### config.mk
export PLATFORM = sky130hd
export DESIGN_NAME = timer_interrupt_unit_flat
export DESIGN_NICKNAME = d
export VERILOG_FILES = /design/src/rtl/timer_interrupt_unit_if.sv /design/src/rtl/timer_interrupt_unit.sv /design/src/flat_wrapper.sv
export SDC_FILE = /design/constraint.sdc
export NUM_CORES = 1
export LEC_CHECK = 0
export CAP_MARGIN = 10
export CELL_PAD_IN_SITES_DETAIL_PLACEMENT = 0
export CELL_PAD_IN_SITES_GLOBAL_PLACEMENT = 1
export CORE_MARGIN = 5
export CORE_UTILIZATION = 20
export DETAILED_ROUTE_END_ITERATION = 6
export GPL_TIMING_DRIVEN = 0
export PLACE_DENSITY = 0.85
export REMOVE_ABC_BUFFERS = 1
export SLEW_MARGIN = 20
export SYNTH_ARGS = -nofsm -noshare
export SYNTH_HDL_FRONTEND = slang
export SYNTH_SLANG_ARGS = --single-unit
### constraint.sdc
create_clock -name sysClock -period 1.5 [get_ports sysClock]
set_input_delay 0.15 -clock sysClock [delete_from_list [all_inputs] [get_ports sysClock]]
set_output_delay 0.15 -clock sysClock [all_outputs]
set_load 0.01 [all_outputs]
### src/rtl/timer_interrupt_unit_if.sv
`timescale 1ns/1ps
// Signal bundle between the timer flag/mask block, the CPU and the timer interrupt unit.
// The unit takes the slave view; the CPU/flag-register side takes the master view.
interface timer_interrupt_unit_if #(
  parameter int VEC_W = 16
);
  logic [7:0]       TIFR0_flags;
  logic [7:0]       TIMSK0_mask;
  logic [7:0]       TIFR1_flags;
  logic [7:0]       TIMSK1_mask;
  logic             global_int_enable;
  logic             irq_ack;
  logic             reti;
  logic             irq_req;
  logic [VEC_W-1:0] irq_vector;
  logic [1:0]       irq_source;
  logic [7:0]       TIFR0_hw_clear;
  logic [7:0]       TIFR1_hw_clear;
  logic             in_service;

  modport slave (
    input  TIFR0_flags, TIMSK0_mask, TIFR1_flags, TIMSK1_mask,
    input  global_int_enable, irq_ack, reti,
    output irq_req, irq_vector, irq_source,
    output TIFR0_hw_clear, TIFR1_hw_clear, in_service
  );

  modport master (
    output TIFR0_flags, TIMSK0_mask, TIFR1_flags, TIMSK1_mask,
    output global_int_enable, irq_ack, reti,
    input  irq_req, irq_vector, irq_source,
    input  TIFR0_hw_clear, TIFR1_hw_clear, in_service
  );
endinterface

### src/rtl/timer_interrupt_unit.sv
`timescale 1ns/1ps
// Timer interrupt request unit: picks the top-priority pending timer source, runs the
// req/ack handshake with the CPU, pulses the flag clear, and blocks nesting until RETI.
module timer_interrupt_unit #(
  parameter int VEC_W          = 16,
  parameter int HOLDOFF_CYCLES = 1
) (
  input  logic                  sysClock,
  input  logic                  system_reset,
  timer_interrupt_unit_if.slave bus
);
  localparam int CNT_W = (HOLDOFF_CYCLES > 1) ? $clog2(HOLDOFF_CYCLES) : 1;
  localparam logic [CNT_W-1:0] HOLD_LAST = CNT_W'(HOLDOFF_CYCLES - 1);

  localparam logic [1:0] SRC_T1COMP = 2'd0;
  localparam logic [1:0] SRC_T1OVF  = 2'd1;
  localparam logic [1:0] SRC_T0COMP = 2'd2;
  localparam logic [1:0] SRC_T0OVF  = 2'd3;

  typedef enum logic [2:0] {
    S_IDLE,
    S_REQUEST,
    S_CLEAR,
    S_SERVICE,
    S_HOLDOFF
  } state_t;

  state_t           state_q, state_d;
  logic [1:0]       src_q, src_d;
  logic [VEC_W-1:0] vec_q, vec_d;
  logic [CNT_W-1:0] hold_q, hold_d;
  logic             req_q, req_d;
  logic [7:0]       clr0_q, clr0_d;
  logic [7:0]       clr1_q, clr1_d;
  logic             serv_q, serv_d;

  logic [3:0] pending;
  logic [1:0] top_src;

  // pending[] is indexed by source code, so index 0 is also the highest priority.
  assign pending[SRC_T1COMP] = bus.TIFR1_flags[4] & bus.TIMSK1_mask[4];
  assign pending[SRC_T1OVF]  = bus.TIFR1_flags[0] & bus.TIMSK1_mask[0];
  assign pending[SRC_T0COMP] = bus.TIFR0_flags[1] & bus.TIMSK0_mask[1];
  assign pending[SRC_T0OVF]  = bus.TIFR0_flags[0] & bus.TIMSK0_mask[0];

  logic unused_flag_bits;
  assign unused_flag_bits = ^{bus.TIFR0_flags[7:2], bus.TIMSK0_mask[7:2],
                              bus.TIFR1_flags[7:5], bus.TIFR1_flags[3:1],
                              bus.TIMSK1_mask[7:5], bus.TIMSK1_mask[3:1]};

  function automatic logic [VEC_W-1:0] vec_of(input logic [1:0] src);
    case (src)
      SRC_T1COMP: vec_of = VEC_W'(12'h00E);
      SRC_T1OVF:  vec_of = VEC_W'(12'h012);
      SRC_T0COMP: vec_of = VEC_W'(12'h014);
      default:    vec_of = VEC_W'(12'h016);
    endcase
  endfunction

  always_comb begin
    top_src = SRC_T0OVF;
    for (int i = 3; i >= 0; i--) begin
      if (pending[i]) top_src = 2'(i);
    end
  end

  always_comb begin
    state_d = state_q;
    src_d   = src_q;
    vec_d   = vec_q;
    hold_d  = hold_q;
    case (state_q)
      S_IDLE: begin
        if (bus.global_int_enable && (|pending)) begin
          state_d = S_REQUEST;
          src_d   = top_src;
          vec_d   = vec_of(top_src);
        end
      end
      S_REQUEST: begin
        // Withdrawal wins over a simultaneous acknowledge.
        if (!pending[src_q] || !bus.global_int_enable) state_d = S_IDLE;
        else if (bus.irq_ack)                          state_d = S_CLEAR;
      end
      S_CLEAR: state_d = S_SERVICE;
      S_SERVICE: begin
        if (bus.reti) begin
          state_d = S_HOLDOFF;
          hold_d  = '0;
        end
      end
      S_HOLDOFF: begin
        if (hold_q == HOLD_LAST) state_d = S_IDLE;
        else                     hold_d  = hold_q + 1'b1;
      end
      default: state_d = S_IDLE;
    endcase

    // Outputs are decoded from the next state so they are registered alongside it.
    req_d  = (state_d == S_REQUEST);
    serv_d = (state_d == S_SERVICE);
    clr0_d = '0;
    clr1_d = '0;
    if (state_d == S_CLEAR) begin
      case (src_d)
        SRC_T1COMP: clr1_d[4] = 1'b1;
        SRC_T1OVF:  clr1_d[0] = 1'b1;
        SRC_T0COMP: clr0_d[1] = 1'b1;
        default:    clr0_d[0] = 1'b1;
      endcase
    end
  end

  always_ff @(posedge sysClock or negedge system_reset) begin
    if (!system_reset) begin
      state_q <= S_IDLE;
      src_q   <= '0;
      vec_q   <= '0;
      hold_q  <= '0;
      req_q   <= 1'b0;
      clr0_q  <= '0;
      clr1_q  <= '0;
      serv_q  <= 1'b0;
    end else begin
      state_q <= state_d;
      src_q   <= src_d;
      vec_q   <= vec_d;
      hold_q  <= hold_d;
      req_q   <= req_d;
      clr0_q  <= clr0_d;
      clr1_q  <= clr1_d;
      serv_q  <= serv_d;
    end
  end

  assign bus.irq_req        = req_q;
  assign bus.irq_vector     = vec_q;
  assign bus.irq_source     = src_q;
  assign bus.TIFR0_hw_clear = clr0_q;
  assign bus.TIFR1_hw_clear = clr1_q;
  assign bus.in_service     = serv_q;
endmodule
### src/flat_wrapper.sv
// flat-port wrapper written by rule: the top's interface ports become plain ports
module timer_interrupt_unit_flat 
#(
  parameter int VEC_W          = 16,
  parameter int HOLDOFF_CYCLES = 1
)
  (sysClock, system_reset, bus_TIFR0_flags, bus_TIMSK0_mask, bus_TIFR1_flags, bus_TIMSK1_mask, bus_global_int_enable, bus_irq_ack, bus_reti, bus_irq_req, bus_irq_vector, bus_irq_source, bus_TIFR0_hw_clear, bus_TIFR1_hw_clear, bus_in_service);
  timer_interrupt_unit_if #(.VEC_W(VEC_W)) bus_i ();
  input  logic sysClock;
  input  logic system_reset;
  input wire logic [$bits(bus_i.TIFR0_flags)-1:0] bus_TIFR0_flags;
  input wire logic [$bits(bus_i.TIMSK0_mask)-1:0] bus_TIMSK0_mask;
  input wire logic [$bits(bus_i.TIFR1_flags)-1:0] bus_TIFR1_flags;
  input wire logic [$bits(bus_i.TIMSK1_mask)-1:0] bus_TIMSK1_mask;
  input wire logic [$bits(bus_i.global_int_enable)-1:0] bus_global_int_enable;
  input wire logic [$bits(bus_i.irq_ack)-1:0] bus_irq_ack;
  input wire logic [$bits(bus_i.reti)-1:0] bus_reti;
  output wire logic [$bits(bus_i.irq_req)-1:0] bus_irq_req;
  output wire logic [$bits(bus_i.irq_vector)-1:0] bus_irq_vector;
  output wire logic [$bits(bus_i.irq_source)-1:0] bus_irq_source;
  output wire logic [$bits(bus_i.TIFR0_hw_clear)-1:0] bus_TIFR0_hw_clear;
  output wire logic [$bits(bus_i.TIFR1_hw_clear)-1:0] bus_TIFR1_hw_clear;
  output wire logic [$bits(bus_i.in_service)-1:0] bus_in_service;
  assign bus_i.TIFR0_flags = bus_TIFR0_flags;
  assign bus_i.TIMSK0_mask = bus_TIMSK0_mask;
  assign bus_i.TIFR1_flags = bus_TIFR1_flags;
  assign bus_i.TIMSK1_mask = bus_TIMSK1_mask;
  assign bus_i.global_int_enable = bus_global_int_enable;
  assign bus_i.irq_ack = bus_irq_ack;
  assign bus_i.reti = bus_reti;
  assign bus_irq_req = bus_i.irq_req;
  assign bus_irq_vector = bus_i.irq_vector;
  assign bus_irq_source = bus_i.irq_source;
  assign bus_TIFR0_hw_clear = bus_i.TIFR0_hw_clear;
  assign bus_TIFR1_hw_clear = bus_i.TIFR1_hw_clear;
  assign bus_in_service = bus_i.in_service;
  timer_interrupt_unit #(.VEC_W(VEC_W), .HOLDOFF_CYCLES(HOLDOFF_CYCLES)) u_core (.sysClock(sysClock), .system_reset(system_reset), .bus(bus_i));
endmodule
# == After elaboration in Yosys (flattened, before gate mapping) ==
# Index checks and enable logic that the tools add are counted.
# op_classes
n_mux,24
reduce_logical,12
n_lt_le_gt_ge,1
n_eq_ne,12
add_sub_neg,1
bitwise,4
# ops
op,count
$mux 3,5
$pmux 3 s5,1
$pmux 5 s3,1
$eq 3x2->1 const B,4
$mux 1,10
$mux 2,5
$eq 3x1->1 const B,2
$and 1x1->1,4
$eq 2x1->1 const B,2
$eq 2x2->1 const B,2
$logic_not 2->1,2
$reduce_and 2->1,2
$reduce_or 4->1,1
$eq 3x3->1 const B,1
$logic_not 3->1,1
$lt 2x3->1 const B,1
$reduce_or 3->1,1
$bmux 1 s2,1
$logic_not 1->1,2
$ne 2x2->1 const B,1
$pmux 1 s2,1
$reduce_bool 2->1,1
$add 1x1->1 const B,1
$logic_and 1x1->1,1
$logic_or 1x1->1,1
# word_totals
elab_cells,62
out_inout_bits,36
in_bits,37
register_bits,28

# == Depth between registers and ports, before layout ==
# Gate-level depths: netlist of run 1.
# logic_depth
ltp_word,10
ltp_mapped,4
mapped_depth_nobuf,4

# == Worst setup path after synthesis of run 1 ==
# No wires, ideal clock.
# synth_timing
path_type,register to register
from,reg u_core.state_q[2]
to,"reg u_core.clr1_q[4], in the netlist u_core.bus.TIFR1_hw_clear[4]"
path_buffers,0
required_ps,1414
period_less_slack_ps,1419
setup_ps,86
arrival_ps,1333
path_slack_ps,81
path_stages_with_launch,5
cell_sequence,dfrtp_1 > or4b_4 > nor2_4 > nor2_1 > nor3_1
# synth_between
elab_chain_cells,5
elab_cells_between_ends,16
cone_classes,eq/ne (5); mux (9); reduce/logical (2)
# synth_rtl
element,line,source
from (decl),timer_interrupt_unit.sv:28,"state_t state_q, state_d;"
from (signal assigned),timer_interrupt_unit.sv:125,state_q <= state_d;
$logic_not 3->1,timer_interrupt_unit.sv:72,case (state_q)
$mux 2,timer_interrupt_unit.sv:72,
via u_core.src_d[1],timer_interrupt_unit.sv:29,"logic [1:0] src_q, src_d;"
$logic_not 2->1,timer_interrupt_unit.sv:105,case (src_d)
$mux 1,timer_interrupt_unit.sv:105,
$mux 1,timer_interrupt_unit.sv:104,if (state_d == S_CLEAR) begin
via u_core.clr1_d[4],timer_interrupt_unit.sv:34,"logic [7:0] clr1_q, clr1_d;"
to (signal assigned),timer_interrupt_unit.sv:131,clr1_q <= clr1_d;
to (decl),timer_interrupt_unit.sv:34,
# The timed path passes the listed nets, and every way through them passes these cells.
# A chain may end at the register's enable or synchronous reset.

# == Worst setup path in the final report of run 1 ==
# layout_timing
from,in bus_TIMSK0_mask[1]
to,reg u_core.state_q[0]
# layout_between
elab_chain_cells,7
elab_cells_between_ends,10
cone_classes,mux (5); bitwise (1); reduce/logical (4)
# layout_rtl
element,line,source
from (decl),flat_wrapper.sv:12,input wire logic [$bits(bus_i.TIMSK0_mask)-1:0] bus_TIMSK0_mask;
$and 1x1->1 *,timer_interrupt_unit.sv:43,assign pending[SRC_T0COMP] = bus.TIFR0_flags[1] & bus.TIMSK0_mask[1];
$bmux 1 s2,timer_interrupt_unit.sv:82,if (!pending[src_q] || !bus.global_int_enable) state_d = S_IDLE;
$mux 1 (not written as such),timer_interrupt_unit.sv:82,
$logic_not 1->1,timer_interrupt_unit.sv:82,
$logic_or 1x1->1,timer_interrupt_unit.sv:82,
$mux 3,timer_interrupt_unit.sv:82,
$pmux 3 s5 *,timer_interrupt_unit.sv:72,
via u_core.state_d[0],timer_interrupt_unit.sv:28,
# Mark *: on every way through the listed nets, which the timed path passes. The rest lies on a longest branch. The select of a mux whose other input is x is not followed.

==> results of run 1 <==
power breakdown:
| part | total (mW) | switching [mW] | leakage [nW] | internal (mW) |
|---|---|---|---|---|
| Clock | 0.322 | 0.134 | 0.0228 | 0.188 |
| Sequential | 0.637 | 0.106 | 0.186 | 0.531 |
| Combinational | 0.808 | 0.353 | 0.371 | 0.454 |
worst max-delay path: cells and delay by family:
family | cells | cell delay (ns)
and+or+nand+nor | 2 | 0.29
buffers and inverters | 1 | 0.44
muxes | 1 | 0.49
AOI/OAI and AO/OA | 1 | 0.25
metrics by stage:
step / power (mW) / TNS [ns] / instances / area (um2) / util [%]
after CTS: 1.674 / 0 / 162 / 1156 / 27.11
after detailed placement: 1.303 / -1.878 / 155 / 1076 / 25.23
after global placement: 1.292 / -1.717 / 155 / 1076 / 25.23
final: 1.766 / 0 / 165 / 1221 / 28.64
after floorplan: 0.9936 / 0 / 79 / 770.7 / -
after global routing: 1.881 / -0.1436 / 165 / 1221 / 28.64
layout make-up:
| class | count | area share (%) |
|---|---|---|
| well taps | 52 | 5.328 |
| flip-flops and latches | 15 | 30.94 |
| repair buffers | 30 | 24.28 |
| clock buffers | 4 | 3.689 |
| multi-input cells | 61 | 34.84 |
| inverters | 3 | 0.9221 |
synthesized netlist by cell type, types with 2 or more instances:
cell type / number / area [um2]
a21oi_1: 2 / 10.01
a31oi_1: 2 / 12.51
and2_1: 4 / 25.02
buf_4: 24 / 180.2
dfrtp_1: 15 / 375.4
inv_1: 3 / 11.26
nand2_1: 4 / 15.01
nor2_1: 4 / 15.01
metal layers:
metal	GRT usage, %	part of all wire (%)	up-vias	wire length, um
met3	3.826	13	5	261
met4	2.330	1.7	0	33
met1	5.587	31	288	596
met5	0	0	-	0
met2	12.07	54	26	1057
li1	-	-	293	-
flip-flops by register name (all words and copies together) (netlist names):
register	flops
u_core.bus.TIFR0_hw_clear	2
u_core.bus.irq_req	1
u_core.bus.irq_source	2
u_core.bus.TIFR1_hw_clear	2
u_core.bus.irq_vector	4
u_core.bus.in_service	1
u_core.state_q	3
worst paths after layout:
| kind | startpoint | endpoint | slack (ns) | cells after the start |
|---|---|---|---|---|
| hold / removal | system_reset | u_core.bus.in_service | 0.30 | 1 |
| setup / recovery | bus_TIMSK0_mask[1] | u_core.state_q[0] | 0.01 | 5 |
| min in group sysClock | bus_TIFR1_flags[0] | u_core.bus.irq_vector[1] | 0.36 | 3 |
| setup reg to reg | u_core.state_q[2] | u_core.bus.TIFR0_hw_clear[0] | 0.02 | 5 |
| max in group asynchronous | system_reset | u_core.state_q[1] | 0.74 | 1 |
| hold reg to reg | u_core.bus.irq_vector[3] | u_core.bus.irq_vector[3] | 0.52 | 2 |
logic make-up after synthesis:
logic type,Yosys count
and+or+nand+nor,24
buffers and inverters,27
muxes,1
AOI/OAI and AO/OA,12
DFF,15
other,1
layout by cell type, fill, tap and decap left out, drive strengths merged, types with 2 or more instances in the layout:
cell	instances
conb	24
clkdlybuf4s50	18
dfrtp	15
buf	6
nor2	5
and2	4
nand2	4
clkbuf	4
inv	3
dlymetal6s2s	3
dlygate4sd2	3
a31oi	2
nor4b	2
a21oi	2
timing repair:
action	in CTS	in global routing
setup endpoints to repair	4	8
resized for setup	7	11
pin swaps	5	3
setup buffers	3	3
==> results.cfg, run 1 <==
[synth]
postSynthCellCount = 80
synth_compound_area_share_pct = 10.56
yosys.area_share.xor_xnor_pct = 0
muxShareOfSynthArea_pct = 2.605
synth_cell_types = 30
yosys_warnings = 0
synth-main-ff-cell = dfrtp_1
synth-edff-count = 0
avgSynthCellArea_um2 = 10.81
synth.cell_area_um2 = 864.6
synth_top_family_by_area = buffers and inverters
yosys.area_share.simple_pct = 20.84
synthAdderAreaFrac_pct = 0
ys_seq_area_share_pct = 43.42
async_flop_share_pct = 100.0
ys_seq_elements = 15

[global_route]
track_usage_pct = 6.457
antenna_found_initial = 0
grt_max_degree = 16
grt_pass1_vias = 617
grt_pass1_wl_mm = 2.732
overflow = 0

[sta]
whs_ns = 0.3023
period_share_pct = 99.15
fin_skew_ns = 0.003952
slew_headroom_pct = 56.65
fmax_ghz = 0.6724
slew_violations = 0
grt_setup_unrepaired = true
period_needed_ns = 1.487
finalSetupViolCount = 0
worstMarginPinSlew_ns = 0.6482
finalHoldViolCount = 0
setup_ws_ns = 0.01278

[drt]
route.final.wire_length_mm = 1.949
drtPass1Iterations = 4
ant_nets = 0
drt-wirelength-per-cell_um = 11.81
viasPerCell = 3.709
drt_iter0_markers = 4
drc = 0
vias = 612

[floorplanning]
dieArea_mm2 = 0.005738
die_w_um = 75.75
io-pin-count = 73
core-area_mm2 = 0.004264
die_h_um = 75.75
row_count = 24
start_util_pct = 20.28

[pwr]
p_per_area_mw_per_mm2 = 1446
ir_worst_vdd_mv = 0.2865
p_leak_nw = 0.5796

[run_status]
status = finished, final reports clean

[placed_design]
gp_congestion = 0.7770
numPortBuffers = 24
dp_hpwl_mm = 1.476
dp_slack_ns = -0.3078

[setup_path]
max_stage_delay_ns = 0.49
start_kind = input pin
crit_fanout = 3
worstSetupEndpointType = flip-flop
critical_path.slowest_cell = mux4_2
path_cells = clkdlybuf4s50_1, and2_4, mux4_2, a31o_4, nand2b_1
path_class = in2reg
crit_required_ns = 1.63
critPathArrivalTime_ns = 1.62

[layout]
fill_cells = 454
antenna_cells = 0
final_nets = 151
drive_gt1_share_pct = 23.01
multi_input_area_um2 = 425.4
area_delta_synth_final_pct = 41.24
regArea_um2 = 377.9

[clocking]
cts_tree = done
htreeDepth = 1
clock_path_buffers = 2
clock-sinks = 15
path_clk_slew_ns = 0.06
clock_latency_ns = 0.25
cts.hold.buffers_added = 0
cts_root_buf = clkbuf_8
numCtsBuffers = 3

[worst_hold_path]
hp-class = in2async

[flow_run]
maxCapViolCount = 0
Note: power is estimated with default switching activity, not from simulation.
==> inputs of run 2 (changes only) <==
--- a/config.mk
+++ b/config.mk
@@ -8,13 +8,12 @@
 export CAP_MARGIN = 10
 export CELL_PAD_IN_SITES_DETAIL_PLACEMENT = 0
 export CELL_PAD_IN_SITES_GLOBAL_PLACEMENT = 1
-export CORE_MARGIN = 5
 export CORE_UTILIZATION = 20
 export DETAILED_ROUTE_END_ITERATION = 6
 export GPL_TIMING_DRIVEN = 0
 export PLACE_DENSITY = 0.85
 export REMOVE_ABC_BUFFERS = 1
-export SLEW_MARGIN = 20
+export SLEW_MARGIN = 25
 export SYNTH_ARGS = -nofsm -noshare
 export SYNTH_HDL_FRONTEND = slang
 export SYNTH_SLANG_ARGS = --single-unit
==> results.cfg, run 2 (same netlist as run 1, synthesis figures left out) <==
[run_status]
status = finished with violations
violations = negative setup slack

[sta]
period_needed_ns = 1.532
finalHoldViolCount = 0
grt_setup_unrepaired = true
fin_skew_ns = 0.002353
setup_ws_ns = -0.03215
slew_headroom_pct = 57.22
slew_violations = 0
whs_ns = 0.2977
fmax_ghz = 0.6527
worstMarginPinSlew_ns = 0.6396
finalSetupViolCount = 2
period_share_pct = 102.1

[setup_path]
crit_fanout = 2
path_class = in2reg
crit_required_ns = 1.63
critPathArrivalTime_ns = 1.66
worstSetupEndpointType = flip-flop
start_kind = input pin
reg2reg_depth = 4
max_stage_delay_ns = 0.50
path_cells = clkdlybuf4s50_1, and2_1, mux4_2, a31o_2, nand2b_1
critical_path.slowest_cell = mux4_2

[placed_design]
numPortBuffers = 24
dp_hpwl_mm = 1.266
gp_congestion = 0.7362

[drt]
route.final.wire_length_mm = 1.652
viasPerCell = 3.812
drc = 0
drt_iter0_markers = 17
ant_nets = 0
drtPass1Iterations = 4
drt-wirelength-per-cell_um = 10.01
vias = 629

[layout]
final_nets = 153
antenna_cells = 0
largest_reg_flops = 4
drive_gt1_share_pct = 26.09
fin_util_pct = 30.34
area_delta_synth_final_pct = 43.42
final_common_cell = conb_1
final_cell_mix = conb_1 (24), clkdlybuf4s50_1 (20), dfrtp_1 (15), buf_4 (8), nand2_1 (4)

[pwr]
p_per_area_mw_per_mm2 = 1436
ir_worst_vdd_mv = 0.4652
p_leak_nw = 0.5914

[clocking]
clock_path_buffers = 2
path_clk_slew_ns = 0.06
cts.hold.buffers_added = 0
clock_latency_ns = 0.24
clock-sinks = 15
cts_root_buf = clkbuf_8
numCtsBuffers = 3
htreeDepth = 1
cts_tree = done

[floorplanning]
core-area_mm2 = 0.004086
io-pin-count = 73
dieArea_mm2 = 0.004590
start_util_pct = 21.16
die_h_um = 67.75
row_count = 23
die_w_um = 67.75

[global_route]
antenna_found_initial = 0
grt_pass1_vias = 582
track_usage_pct = 7.877
overflow = 0
grt_max_degree = 16
grt_pass1_wl_mm = 2.649

[flow_run]
maxCapViolCount = 0

[worst_hold_path]
hold_path_depth = 3
hp-class = in2reg
## run 2: worst max-delay path: cells and delay by family
family	cells	cell delay [ns]
and+or+nand+nor	2	0.32
AOI/OAI and AO/OA	1	0.26
muxes	1	0.50
buffers and inverters	1	0.43
## run 2: worst paths after layout
path                                          start  slack, ns                            to
max                              bus_TIFR0_flags[0]      -0.03             u_core.state_q[0]
min                              bus_TIMSK1_mask[4]       0.30      u_core.bus.irq_vector[3]
max reg2reg                       u_core.state_q[2]          0  u_core.bus.TIFR0_hw_clear[0]
min reg2reg                u_core.bus.irq_vector[3]       0.51      u_core.bus.irq_vector[3]
max in group asynchronous              system_reset       0.78         u_core.bus.in_service
min in group asynchronous              system_reset       0.31      u_core.bus.irq_source[1]
## run 2: metrics by stage
step           std cells  setup TNS (ns)  power (mW)  setup slack, ns  cell area (um2)
3_3_place_gp         153          -1.522       1.286          -0.2794             1074
2_1_floorplan         79               0      0.9936          0.08087            770.7
4_1_cts              164        -0.01570       1.710         -0.01570             1179
3_5_place_dp         153          -1.685       1.293          -0.2922             1074
6_report             165        -0.03673       1.780         -0.03215             1240
5_1_grt              165         -0.3072       1.905         -0.09206             1240
## run 2: metal layers
layer / up-vias / share of wire [%] / GRT usage, %
li1: 303 / - / -
met1: 298 / 41 / 9.026
met2: 26 / 51 / 13.49
met3: 2 / 8.0 / 3.885
met4: 0 / 0.36 / 0.7979
met5: - / 0 / 0
## run 2: final cells by class
cell class | count | area [um2]
Clock buffer | 3 | 41.29
Clock inverter | 1 | 5.005
Fill cell | 403 | 2846
Inverter | 3 | 11.26
Multi-Input combinational cell | 61 | 437.9
Sequential cell | 15 | 375.4
Tap cell | 50 | 62.56
Timing Repair Buffer | 32 | 306.5
## run 2: report_power, final
part	internal [mW]	switching, mW
registers	0.526	0.103
clock network	0.183	0.128
logic	0.485	0.355
total	1.19	0.586
## run 2: what timing repair did
action / CTS / global route
gates resized for setup: 4 / 11
pin swaps: 4 / 3
buffers inserted: 7 / 1
setup endpoints to repair: 4 / 8
==> RTL edit 1, RTL diff (settings of run 2) <==
Re-encode `state_t` (5 states) as one-hot, 5 bits wide.
--- a/src/rtl/timer_interrupt_unit.sv
+++ b/src/rtl/timer_interrupt_unit.sv
@@ -17,12 +17,12 @@
   localparam logic [1:0] SRC_T0COMP = 2'd2;
   localparam logic [1:0] SRC_T0OVF  = 2'd3;
 
-  typedef enum logic [2:0] {
-    S_IDLE,
-    S_REQUEST,
-    S_CLEAR,
-    S_SERVICE,
-    S_HOLDOFF
+  typedef enum logic [4:0] {
+    S_IDLE    = 5'b00001,
+    S_REQUEST = 5'b00010,
+    S_CLEAR   = 5'b00100,
+    S_SERVICE = 5'b01000,
+    S_HOLDOFF = 5'b10000
   } state_t;
 
   state_t           state_q, state_d;
Behaviour: same outputs for any inputs over 10 cycles, from zero or initial values and one cycle with system_reset low; not proved beyond that.
==> RTL edit 1 against run 2 <==
Via count rose by 46%; synthesized cell count rose by 40%; sequential cell count rose by 2; area after synthesis rose by 28%; largest cell class unchanged; largest power group unchanged; sequential share of layout area fell by 2.8 points; cell area rose by 28%; wire length rose by 49%; worst setup slack improved by 49 ps; fmax rose by 3.3%; global-route usage rose by 0.52 points; power fell by 9.3%.
==> RTL edit 1: results (changes against run 2) <==
* Seq area share at 0.2743 (-0.02842)
* Worst hold-check path type: input port to async pin
* Max reg flops at 5 (+1)
* Peak supply drop at 285.5 uV (-39%)
* Proportion of synthesized area in mux cells at 0 (-0.02605)
* Filler cell count at 550 (+36%)
* Leakage at 0.6410 nW (+8.4%)
* Worst stage delay on the critical path at 580 ps (+80 ps)
* Top cells by area, synth: dfrtp_1, buf_4, a21oi_1
* Post-synthesis sequential area ratio at 0.3862 (-0.04797)
* Status: finished, final reports clean
* Dpl hpwl at 1.725 mm (+36%)
* Vias in the first global route at 845 (+45%)
* Min Hold Slack at 332.3 ps (+34.60 ps)
* Crit path max-delay cell type: dfstp_2
* CTS sink count at 17 (+2)
* DRT Wirelength at 2.469 mm (+49%)
* Multi-input gates at 88 (+44%)
* Share of cells above drive strength 1 at 0.3046 (+0.04377)
* Global-route wire length before repair at 3.891 mm (+47%)
* R2r endpoint: u_core.state_q[1]
* Placed instance count at 204 (+33%)
* Worst-path fanout max at 5 (+3)
* Critical Path Start: u_core.state_q[0]
* Top delay family on crit path: flip-flops
* Slew @ Worst Pin at 736.3 ps (+96.70 ps)
* Overall routing resource usage at 0.08401 (+0.005241)
* Via-to-Cell Ratio at 4.154 (+9.0%)
* Post-synthesis compound-gate area fraction at 0.2242 (+0.1186)
* Clock buf/inv share at 0.02846 (-0.008878)
* Reg2reg setup slack at 20 ps (+20 ps)
* Final nets at 189 (+24%)
* XOR/XNOR share of the synthesized area at 0.007928 (+0.007928)
* Distinct cells, synth at 42 (+40%)
* Vias at 918 (+46%)
## RTL edit 1: cell count changes in the layout (fill, tap and decap cells not counted), sizes merged, moves of 3 or more
cell,delta
a21oi,+7
buf,+5
clkdlybuf4s50,+4
dlymetal6s2s,-3
nand3,+4
## RTL edit 1: layer usage
layer,global-route usage,vias to the layer above,wire length (um)
li1,-,438,-
met1,0.09534,429,999
met2,0.1468,46,1259
met3,0.01557,5,154
met4,0.04808,0,55
met5,0,-,0
## RTL edit 1: timing repair
action                                 in CTS  in global routing
pin swaps                                   8                  3
gates resized for setup                    11                 14
setup endpoints to repair                   8                 10
endpoints found under the hold margin       0                  0
setup buffers                               8                  5
## RTL edit 1: cells by family (layout without fill, tap and decap cells)
group | Yosys count | after routing
and+or+nand+nor | 33 | 33
AOI/OAI and AO/OA | 30 | 30
buffers and inverters | 30 | 46
DFF | 17 | 17
other | 1 | 24
xor gates and xnor gates | 1 | 1
## RTL edit 1: metrics by stage
| stage | area (um2) | utilization | setup TNS, ps | worst slack (ps) |
|---|---|---|---|---|
| 5_1_grt | 1583 | 0.3041 | -51.41 | -32.04 |
| 3_3_place_gp | 1334 | 0.2563 | -1449 | -290.7 |
| 3_5_place_dp | 1334 | 0.2563 | -1484 | -298.7 |
| 6_report | 1583 | 0.3041 | 0 | 17.27 |
| 4_1_cts | 1473 | 0.2829 | -9.516 | -6.032 |
| 2_1_floorplan | 1006 | - | -5.264 | -5.264 |
## RTL edit 1: power by group through the flow
stage	clock network, mW	registers (mW)	logic (mW)
after floorplan	0	0.640	0.238
after global placement	0	0.630	0.463
after detailed placement	0	0.633	0.468
after CTS	0.348	0.624	0.541
after global routing	0.378	0.631	0.698
final	0.345	0.618	0.651
==> RTL edit 2, RTL diff (config.mk and constraints of run 2) <==
Without the edit above. `VEC_W` is set to 16 in 3 places; all go to 32.
--- a/src/rtl/timer_interrupt_unit_if.sv
+++ b/src/rtl/timer_interrupt_unit_if.sv
@@ -2,7 +2,7 @@
 // Signal bundle between the timer flag/mask block, the CPU and the timer interrupt unit.
 // The unit takes the slave view; the CPU/flag-register side takes the master view.
 interface timer_interrupt_unit_if #(
-  parameter int VEC_W = 16
+  parameter int VEC_W = 32
 );
   logic [7:0]       TIFR0_flags;
   logic [7:0]       TIMSK0_mask;
--- a/src/rtl/timer_interrupt_unit.sv
+++ b/src/rtl/timer_interrupt_unit.sv
@@ -2,7 +2,7 @@
 // Timer interrupt request unit: picks the top-priority pending timer source, runs the
 // req/ack handshake with the CPU, pulses the flag clear, and blocks nesting until RETI.
 module timer_interrupt_unit #(
-  parameter int VEC_W          = 16,
+  parameter int VEC_W          = 32,
   parameter int HOLDOFF_CYCLES = 1
 ) (
   input  logic                  sysClock,
--- a/src/flat_wrapper.sv
+++ b/src/flat_wrapper.sv
@@ -1,7 +1,7 @@
 // flat-port wrapper written by rule: the top's interface ports become plain ports
 module timer_interrupt_unit_flat 
 #(
-  parameter int VEC_W          = 16,
+  parameter int VEC_W          = 32,
   parameter int HOLDOFF_CYCLES = 1
 )
   (sysClock, system_reset, bus_TIFR0_flags, bus_TIMSK0_mask, bus_TIFR1_flags, bus_TIMSK1_mask, bus_global_int_enable, bus_irq_ack, bus_reti, bus_irq_req, bus_irq_vector, bus_irq_source, bus_TIFR0_hw_clear, bus_TIFR1_hw_clear, bus_in_service);
Ports: changed (resized bus_irq_vector); port bits go from 73 to 89. The function was not compared with the original's and may differ.
==> RTL edit 2 against run 2 <==
The flow still finishes with violations (negative setup slack); clock skew increased by 0.71 ps; cell area increased by 5.0%; fmax increased by 1.9%; non-clock buffer count decreased by 4; worst setup slack improved by 28 ps; first-iteration DRC count decreased by 53%; sequential cell count unchanged; power decreased by 1.2%; wire length increased by 11%; area after synthesis increased by 14%; critical endpoint is now u_core.bus.TIFR0_hw_clear[0]; largest cell class unchanged; largest power group unchanged; highest routed layer unchanged.
==> RTL edit 2: results (changes against run 2) <==
* Status: finished with violations
* Failing checks: negative setup slack
* Top cells by area, synth: dfrtp_1, buf_4, and2_1
* Proportion of synthesized area in mux cells at 0.02287 (-0.003178)
* H-tree depth at 1 (unchanged)
* Top delay family on crit path: simple AND/OR/NAND/NOR gates
* DRT Wirelength at 1.841 mm (+11%)
* Dpl hpwl at 1.400 mm (+11%)
* Share of cells above drive strength 1 at 0.2047 (-0.05615)
* Peak supply drop at 370.9 uV (-20%)
* Via-to-Cell Ratio at 3.454 (-9.4%)
* Setup Buffers After CTS at 4 (-3)
* Top-area cell type share of the netlist area at 0.3812 (-0.05296)
* Main synth FF type: dfrtp_1
* Worst stage delay on the critical path at 440 ps (-60 ps)
* Min Hold Slack at 291.7 ps (-5.941 ps)
* WL met3 at 184 um (+39%)
* Leakage at 0.6574 nW (+11%)
* Post-synthesis compound-gate area fraction at 0.09276 (-0.01289)
* WHS Endpoint: u_core.bus.irq_vector[1]
* Mean post-synth cell area at 10.26 um2 (-5.1%)
* Async S/R FF share, synth at 1.000 (unchanged)
* Placed instance count at 186 (+22%)
* Crit path max-delay cell type: dfrtp_2
* Synth cell count leaders: buf_4, dfrtp_1, and2_1, nand2_1, nor2_1
* Critical Path Start: u_core.state_q[2]
* Setup WS pre-CTS at -286.0 ps (+6.238 ps)
* M3 GR Usage at 0.04444 (+0.005593)
* Setup TNS at -3.812 ps (+32.92 ps)
* Worst-path fanout max at 5 (+3)
* Overall routing resource usage at 0.07645 (-0.002323)
* Post-synthesis sequential area ratio at 0.3812 (-0.05296)
* Vias at 670 (+6.5%)
* Final Skew at 3.064 ps (+0.7119 ps)
* Dpl cell area at 1155 um2 (+7.6%)
* Initial DRC count at 8 (-9)
* NetSw at 602.3 uW (+2.8%)
* Vias in the first global route at 643 (+10%)
* Global-route wire length before repair at 3.001 mm (+13%)
* Gpl congestion at 0.7006 (-4.8%)
* Worst setup slack after layout at -3.812 ps (+28.34 ps)
* Met2 Usage GRT at 0.1288 (-0.006137)
* Met2 Routed Length at 957 um (+14%)
* Met1 capacity usage during global routing at 0.08103 (-0.009222)
* Final setup viols at 1 (-1)
* Metal-1 WL at 686 um (+2.4%)
* Final nets at 165 (+7.8%)
* Critical Setup Path Class: flip-flop to flip-flop
* Relative slew slack at 0.5601 (-0.01210)
[RTL edit 2: cell count changes in the layout (fill, tap and decap cells not counted), moves of 4 or more]
cell             change
buf_4                -4
clkdlybuf4s50_1      -4
conb_1              +16
dlymetal6s2s_1       +4
[RTL edit 2: power groups by stage]
stage               registers, mW  clock network [mW]  logic, mW
floorplan                   0.670                   0      0.341
CTS                         0.637               0.328      0.780
finish                      0.633               0.320      0.806
detailed placement          0.637                   0      0.682
global placement            0.635                   0      0.672
global route                0.654               0.358      0.876
[RTL edit 2: cell families (layout without fill, tap and decap cells)]
group | after synthesis | count (layout)
buf+inv | 43 | 35
compound gates | 12 | 12
mux | 1 | 1
other cells | 1 | 40
simple gates | 24 | 24
flops | 15 | 15
[RTL edit 2: area by class of cell]
type	count	area (um2)	share of cell area
clock buffer	4	45.04	0.03458
inverter	3	11.26	0.008646
multi-input combinational	77	499.2	0.3833
sequential	15	376.6	0.2891
tap	67	83.83	0.06436
timing repair buffer	28	286.5	0.2200
